===== config.mk =====
export PLATFORM = sky130hd
export DESIGN_NAME = deb_scan_ctrl_flat
export DESIGN_NICKNAME = d
export VERILOG_FILES = /design/src/rtl/deb_scan_pkg.sv /design/src/rtl/deb_scan_ctrl_if.sv /design/src/rtl/deb_rr_arb.sv /design/src/rtl/deb_scan_ctrl.sv /design/src/flat_wrapper.sv
export SDC_FILE = /design/constraint.sdc
export NUM_CORES = 1
export LEC_CHECK = 0
export CELL_PAD_IN_SITES_DETAIL_PLACEMENT = 0
export CELL_PAD_IN_SITES_GLOBAL_PLACEMENT = 1
export CORE_MARGIN = 2
export CORE_UTILIZATION = 40
export CTS_BUF_LIST = sky130_fd_sc_hd__clkbuf_8
export CTS_CLUSTER_SIZE = 28
export DETAILED_ROUTE_END_ITERATION = 16
export PLACE_DENSITY = 0.75
export SLEW_MARGIN = 20
export SYNTH_ARGS = -nofsm -noshare
export SYNTH_HDL_FRONTEND = slang
export SYNTH_HIERARCHICAL = 1
export SYNTH_SLANG_ARGS = --single-unit

===== constraint.sdc =====
create_clock -name clk -period 7.2 [get_ports clk]
set_input_delay 1.44 -clock clk [delete_from_list [all_inputs] [get_ports clk]]
set_output_delay 1.44 -clock clk [all_outputs]
set_load 0.01 [all_outputs]

===== src/rtl/deb_scan_pkg.sv =====
// Shared types, default constants and the round-robin pick helper for the debounce scan controller.
package deb_scan_pkg;

  typedef enum logic [0:0] {ST_IDLE, ST_SCAN} deb_state_e;

  localparam int DEB_TICK_DIV_DEF = 10000;
  localparam int DEB_CNT_W_DEF    = 5;

  // Channel-index width. Clamped to 1 so that a single-channel build still has a legal vector.
  function automatic int ch_width(input int n);
    return (n > 1) ? $clog2(n) : 1;
  endfunction

  // First set bit of pend at or after ptr, wrapping at n; returns ptr when nothing is set.
  function automatic logic [4:0] rr_pick(input logic [31:0] pend, input logic [4:0] ptr,
                                         input int n);
    logic [4:0] pick;
    logic       found;
    int         c;
    pick  = ptr;
    found = 1'b0;
    for (int i = 0; i < 32; i++) begin
      if (i < n) begin
        c = int'(ptr) + i;
        if (c >= n) c = c - n;
        if (!found && pend[c[4:0]]) begin
          pick  = c[4:0];
          found = 1'b1;
        end
      end
    end
    return pick;
  endfunction

endpackage


===== src/rtl/deb_scan_ctrl_if.sv =====
// Event handshake bundle between the debounce controller (master) and the register/IRQ logic (slave).
interface deb_scan_ctrl_if #(parameter int N_CH = 8);
  import deb_scan_pkg::*;

  localparam int CH_W = ch_width(N_CH);

  logic            evt_valid;
  logic [CH_W-1:0] evt_ch;
  logic            evt_level;
  logic            evt_ready;

  modport master (output evt_valid, output evt_ch, output evt_level, input evt_ready);
  modport slave  (input evt_valid, input evt_ch, input evt_level, output evt_ready);
endinterface


===== src/rtl/deb_rr_arb.sv =====
// Pending-flag store and round-robin event presenter; a new accept on a channel beats its clear.
module deb_rr_arb
  import deb_scan_pkg::*;
#(
  parameter int N_CH = 8
) (
  input  logic            clk,
  input  logic            res,
  input  logic            ena,
  input  logic [N_CH-1:0] set_pend,
  input  logic [N_CH-1:0] filt,
  deb_scan_ctrl_if.master evt
);

  localparam int CH_W = ch_width(N_CH);

  logic [N_CH-1:0] pend;
  logic [N_CH-1:0] pend_n;
  logic [CH_W-1:0] rr_ptr;
  logic [CH_W-1:0] pick;
  logic            hs;

  assign hs   = evt.evt_valid && evt.evt_ready;
  assign pick = CH_W'(rr_pick(32'(pend), 5'(rr_ptr), N_CH));

  always_comb begin
    pend_n = pend;
    if (hs) pend_n[evt.evt_ch] = 1'b0;
    pend_n = pend_n | set_pend;
    if (!ena) pend_n = '0;
  end

  // A presented event stays frozen until accepted, so each handshake costs one idle cycle.
  always_ff @(posedge clk or posedge res) begin
    if (res) begin
      pend          <= '0;
      rr_ptr        <= '0;
      evt.evt_valid <= 1'b0;
      evt.evt_ch    <= '0;
      evt.evt_level <= 1'b0;
    end else begin
      pend <= pend_n;
      if (!ena) begin
        evt.evt_valid <= 1'b0;
      end else if (hs) begin
        evt.evt_valid <= 1'b0;
        rr_ptr        <= (evt.evt_ch == CH_W'(N_CH - 1)) ? '0 : evt.evt_ch + CH_W'(1);
      end else if (!evt.evt_valid && (pend != '0)) begin
        evt.evt_valid <= 1'b1;
        evt.evt_ch    <= pick;
        evt.evt_level <= filt[pick];
      end
    end
  end

endmodule


===== src/rtl/deb_scan_ctrl.sv =====
// Time-multiplexed debounce: shared tick prescaler and scan FSM walking per-channel counters.
// Optional DEB_SCAN_SYNC_EN adds a 2-flop input synchronizer in front of all uses of data_in.
module deb_scan_ctrl
  import deb_scan_pkg::*;
#(
  parameter int N_CH     = 8,
  parameter int TICK_DIV = DEB_TICK_DIV_DEF,
  parameter int CNT_W    = DEB_CNT_W_DEF
) (
  input  logic             clk,
  input  logic             res,
  input  logic             ena,
  input  logic [CNT_W-1:0] deb_time,
  input  logic [N_CH-1:0]  data_in,
  output logic [N_CH-1:0]  data_out,
  output logic             busy,
  deb_scan_ctrl_if.master  evt
);

  localparam int CH_W  = ch_width(N_CH);
  localparam int PRE_W = (TICK_DIV > 1) ? $clog2(TICK_DIV) : 1;

  logic [N_CH-1:0]  din;
  logic [N_CH-1:0]  filt;
  logic [CNT_W-1:0] cnt [N_CH];
  logic [N_CH-1:0]  set_pend;
  logic [PRE_W-1:0] pre;
  logic             tick;
  deb_state_e       state, state_n;
  logic [CH_W-1:0]  idx, idx_n;
  logic             in_bit, differ, accept;

`ifdef DEB_SCAN_SYNC_EN
  logic [N_CH-1:0] sync_q1, sync_q2;

  always_ff @(posedge clk or posedge res) begin
    if (res) begin
      sync_q1 <= '0;
      sync_q2 <= '0;
    end else begin
      sync_q1 <= data_in;
      sync_q2 <= sync_q1;
    end
  end

  assign din = sync_q2;
`else
  assign din = data_in;
`endif

  assign tick = ena && (pre == PRE_W'(TICK_DIV - 1));

  always_ff @(posedge clk or posedge res) begin
    if (res)            pre <= '0;
    else if (!ena || tick) pre <= '0;
    else                pre <= pre + PRE_W'(1);
  end

  always_ff @(posedge clk or posedge res) begin
    if (res) begin
      state <= ST_IDLE;
      idx   <= '0;
    end else begin
      state <= state_n;
      idx   <= idx_n;
    end
  end

  always_comb begin
    state_n = state;
    idx_n   = idx;
    if (!ena) begin
      state_n = ST_IDLE;
      idx_n   = '0;
    end else begin
      case (state)
        ST_IDLE: if (tick) begin
          state_n = ST_SCAN;
          idx_n   = '0;
        end
        ST_SCAN: if (idx == CH_W'(N_CH - 1)) begin
          state_n = ST_IDLE;
          idx_n   = '0;
        end else begin
          idx_n = idx + CH_W'(1);
        end
        default: begin
          state_n = ST_IDLE;
          idx_n   = '0;
        end
      endcase
    end
  end

  assign busy   = (state == ST_SCAN);
  assign in_bit = din[idx];
  assign differ = (in_bit != filt[idx]);
  // >= rather than == so that lowering deb_time mid-count still accepts instead of wrapping.
  assign accept = ena && busy && differ && (cnt[idx] >= deb_time);

  always_comb begin
    set_pend = '0;
    if (accept) set_pend[idx] = 1'b1;
  end

  always_ff @(posedge clk or posedge res) begin
    if (res) begin
      filt <= '0;
      for (int i = 0; i < N_CH; i++) cnt[i] <= '0;
    end else if (!ena) begin
      filt <= din;
      for (int i = 0; i < N_CH; i++) cnt[i] <= '0;
    end else if (busy) begin
      if (!differ) begin
        cnt[idx] <= '0;
      end else if (accept) begin
        filt[idx] <= in_bit;
        cnt[idx]  <= '0;
      end else begin
        cnt[idx] <= cnt[idx] + CNT_W'(1);
      end
    end
  end

  assign data_out = ena ? filt : din;

  deb_rr_arb #(.N_CH(N_CH)) u_arb (
    .clk      (clk),
    .res      (res),
    .ena      (ena),
    .set_pend (set_pend),
    .filt     (filt),
    .evt      (evt)
  );

endmodule


===== src/flat_wrapper.sv =====
// flat-port wrapper written by rule: the top's interface ports become plain ports
module deb_scan_ctrl_flat import deb_scan_pkg::*;
#(
  parameter int N_CH     = 8,
  parameter int TICK_DIV = DEB_TICK_DIV_DEF,
  parameter int CNT_W    = DEB_CNT_W_DEF
)
  (clk, res, ena, deb_time, data_in, data_out, busy, evt_evt_valid, evt_evt_ch, evt_evt_level, evt_evt_ready);
  deb_scan_ctrl_if #(.N_CH(N_CH)) evt_i ();
  input  logic clk;
  input  logic res;
  input  logic ena;
  input  logic [CNT_W-1:0] deb_time;
  input  logic [N_CH-1:0] data_in;
  output logic [N_CH-1:0] data_out;
  output logic busy;
  output wire logic [$bits(evt_i.evt_valid)-1:0] evt_evt_valid;
  output wire logic [$bits(evt_i.evt_ch)-1:0] evt_evt_ch;
  output wire logic [$bits(evt_i.evt_level)-1:0] evt_evt_level;
  input wire logic [$bits(evt_i.evt_ready)-1:0] evt_evt_ready;
  assign evt_evt_valid = evt_i.evt_valid;
  assign evt_evt_ch = evt_i.evt_ch;
  assign evt_evt_level = evt_i.evt_level;
  assign evt_i.evt_ready = evt_evt_ready;
  deb_scan_ctrl #(.N_CH(N_CH), .TICK_DIV(TICK_DIV), .CNT_W(CNT_W)) u_core (.clk(clk), .res(res), .ena(ena), .deb_time(deb_time), .data_in(data_in), .data_out(data_out), .busy(busy), .evt(evt_i));
endmodule

==> impl_metrics.csv <==
group,metric,value,unit
sta,skew,9.34,ps
yosys,netlist_area,5680,sq um
floorplanning,core,13900,sq um
pwr,finalPower,868,uW
yosys,ys_warn_count,6,
detailed_routing,firstDrtPassIters,5,
finish,area_growth,9.97,%
floorplanning,dieArea,15200,sq um
clocking,htreeDepth,3,
worst_setup_path,endpoint_kind,"register",
finish,layout_commonest_cell,"dfrtp_1",
detailed_routing,vias,4688,
yosys,synth_flop_cell,"dfrtp_1",
yosys,synth_enable_flop_cells,0,
hold_path,hp-class,"reg2reg",
yosys,synthesis.instances,595,
sta,rsz0062_at_grt,"no",
clocking,cts_buffers,9,
clocking,cts_hold_buf,0,
clocking,clkSinkCount,82,
global_routing,antenna_found_initial,0,
clocking,path_clk_slew,90,ps
floorplanning,rows,43,
yosys,ys_seq_area_share,36.1,%
finish,fillers,1336,
sta,final.period_utilization,61.1,%
sta,finalCriticalPeriod,4400,ps
global_routing,grtUsageTotal,20.6,%
flow_run,maxCapViolCount,0,
floorplanning,die_w,123,microns
place,gp_congestion,0.862,
sta,worst_slew_pin_slew,1010,ps
finish,finish.net_count,640,
finish,num_antenna_cells,0,
place,io_buffers,30,
detailed_routing,wire_per_inst,18.8,microns
clocking,cts_setup_buffers,0,
worst_setup_path,r2r_cells,11,
global_routing,grt_pass1_vias,4516,
clocking,insertion_delay,360,ps
run_status,outcome,"completed",
pwr,power.leakage,2.73,nW
detailed_routing,routed_wl,14.8,mm
worst_setup_path,path_max_fanout,15,
floorplanning,die_h,123,microns
hold_path,hold_depth,1,
clocking,cts_resized,0,
detailed_routing,drc,0,
yosys,syn-num-nets,629,
worst_setup_path,required,7400,ps
sta,finalSetupViolations,0,
yosys,synth_cell_types,65,
worst_setup_path,crit_type,"reg2reg",
sta,slew_viol_final,0,
pwr,p_per_area,139,nW/um^2
sta,finalHoldViolations,0,
floorplanning,start_util,40.9,%
finish,drive_above_1_share,9.98,%
sta,relSlewSlack,32.7,%
global_routing,overflow,0,
yosys,synth_seq_cells,82,
worst_setup_path,critPathLaunchType,"register",
sta,clock.fmax,227,MHz
global_routing,grt_max_degree,67,
finish,final_cell_mix,"82 x dfrtp_1, 63 x nand2_1, 42 x nor2_1",
floorplanning,io_pins,31,
yosys,avgSynthCellArea,9.55,sq um
detailed_routing,post_drt_via_cell_ratio,5.93,
pwr,irDropWorstVdd,0.109,mV
clocking,clockBufferDepth,2,
detailed_routing,ant_nets,0,
worst_setup_path,worstPathArrival,4600,ps
yosys,async_flop_share,100,%
clocking,cts_tree,"built",
sta,finalSetupTns,0,ps
clocking,cts_root_buf,"clkbuf_8",
detailed_routing,first_iter_violations,307,
sta,whs,457,ps
global_routing,grt_pass1_wl,24.3,mm
place,dp_hpwl,10.4,mm
## final cells by class
class,instances,area (sq um),area share [%]
timing repair buffer,33,318,5.09
sequential,82,2050,32.8
multi-input combinational,458,3390,54.3
tap,180,225,3.60
inverter,22,82.6,1.32
clock buffer,10,138,2.20
clock inverter,6,43.8,0.701
## per-layer routing
| layer | up-vias | track usage (%) | wire length, microns |
|---|---|---|---|
| li1 | 2234 | - | - |
| met5 | - | 0 | 0 |
| met4 | 0 | 5.40 | 237 |
| met1 | 2319 | 30.0 | 7100 |
| met2 | 120 | 31.8 | 6810 |
| met3 | 15 | 3.46 | 704 |
## per-stage QoR
| stage | setup WS (ps) | util, % | cell area [sq um] | std cells |
|---|---|---|---|---|
| 3_5_place_dp | 2780 | 43.7 | 6070 | 775 |
| 4_1_cts | 2770 | 45.0 | 6250 | 791 |
| 6_report | 2800 | 45.0 | 6250 | 791 |
| 3_3_place_gp | 2850 | 43.7 | 6070 | 775 |
| 2_1_floorplan | 3470 | - | 5680 | 595 |
| 5_1_grt | 2490 | 45.0 | 6250 | 791 |
## cells by family (layout without fill, tap and decap cells)
kind of cell / Yosys count / in the layout / share of synthesized area [%]
XOR/XNOR: 24 / 24 / 3.70
adder cells (fa/ha/maj): 17 / 17 / 3.74
AND/OR/NAND/NOR: 230 / 230 / 20.4
buffers and inverters: 55 / 71 / 4.23
multiplexers: 52 / 52 / 14.6
AO/OA/AOI/OAI: 135 / 135 / 17.3
flip-flops: 82 / 82 / 36.1
## power by group
part / internal (mW) / total (mW) / switching [mW]
registers: 0.466 / 0.475 / 0.00895
clock network: 0.135 / 0.309 / 0.174
logic: 0.0356 / 0.0844 / 0.0488
## path summary, 6_finish.rpt
| path | startpoint | to | slack (ps) |
|---|---|---|---|
| min in group asynchronous | res | u_core/u_arb/rr_ptr[2] | 1540 |
| worst min register to register | u_core/pre[0] | u_core/pre[0] | 460 |
| worst max-delay path | u_core/u_arb/rr_ptr[1] | u_core/u_arb/evt.evt_level | 2800 |
| worst max register to register | u_core/u_arb/rr_ptr[1] | u_core/u_arb/evt.evt_level | 2800 |
| max in group asynchronous | res | u_core/filt[4] | 4910 |
| worst min-delay path | u_core/pre[0] | u_core/pre[0] | 460 |
## flip-flops by register name, indices dropped and copies added, names as in the netlist
signal / flops
u_core/busy: 1
u_core/cnt: 40
u_core/filt: 8
u_core/idx: 3
u_core/pre: 14
u_core/u_arb/evt.evt_ch: 3
u_core/u_arb/evt.evt_level: 1
u_core/u_arb/evt.evt_valid: 1
u_core/u_arb/pend: 8
u_core/u_arb/rr_ptr: 3
## worst max-delay path, stage by stage, from the launching register on
cell and delay (ps):
dfrtp_1 710, inv_1 210, ha_1 640, mux4_1 630, mux2_2 310, a211oi_2 240, and3_1 240, a22oi_1 100
xnor2_1 330, mux4_1 590, o211ai_1 120, a31oi_2 100
## synthesized netlist by cell type (all sizes together) (2+ instances only)
| cell | instances | area share (%) |
|---|---|---|
| clkbuf | 18 | 1.2 |
| mux4 | 21 | 8.7 |
| a32oi | 3 | 0.46 |
| buf | 15 | 1.5 |
| nor3 | 4 | 0.35 |
| a211oi | 3 | 0.48 |
| o21a | 11 | 1.5 |
| xor2 | 12 | 1.8 |
| a21oi | 12 | 1.1 |
| xnor2 | 12 | 1.8 |
| nand3 | 30 | 2.6 |
| mux2 | 14 | 2.8 |
| a32o | 3 | 0.53 |
| nor2b | 9 | 0.99 |
| mux2i | 17 | 3.1 |
| a211o | 2 | 0.31 |
| o31ai | 6 | 0.88 |
| nor2 | 42 | 2.8 |
| nor4 | 3 | 0.33 |
| o41ai | 6 | 0.92 |
| o311ai | 4 | 0.62 |
| or3 | 3 | 0.33 |
| a2111oi | 3 | 0.92 |
| a31oi | 3 | 0.44 |
| o31a | 4 | 0.62 |
| nand3b | 3 | 0.40 |
| and3 | 20 | 2.2 |
| nand2b | 21 | 2.3 |
| or2 | 2 | 0.22 |
| o211ai | 10 | 1.3 |
| inv | 22 | 1.5 |
| dfrtp | 82 | 36 |
| a21boi | 9 | 1.2 |
| nand2 | 63 | 4.2 |
| o22ai | 8 | 0.88 |
| or4 | 2 | 0.26 |
| and2 | 8 | 0.88 |
| nand4 | 15 | 1.7 |
| and4 | 3 | 0.51 |
| ha | 17 | 3.7 |
| o21ai | 31 | 2.7 |
| a21o | 11 | 1.5 |
Power figures use the tool's default switching activity.
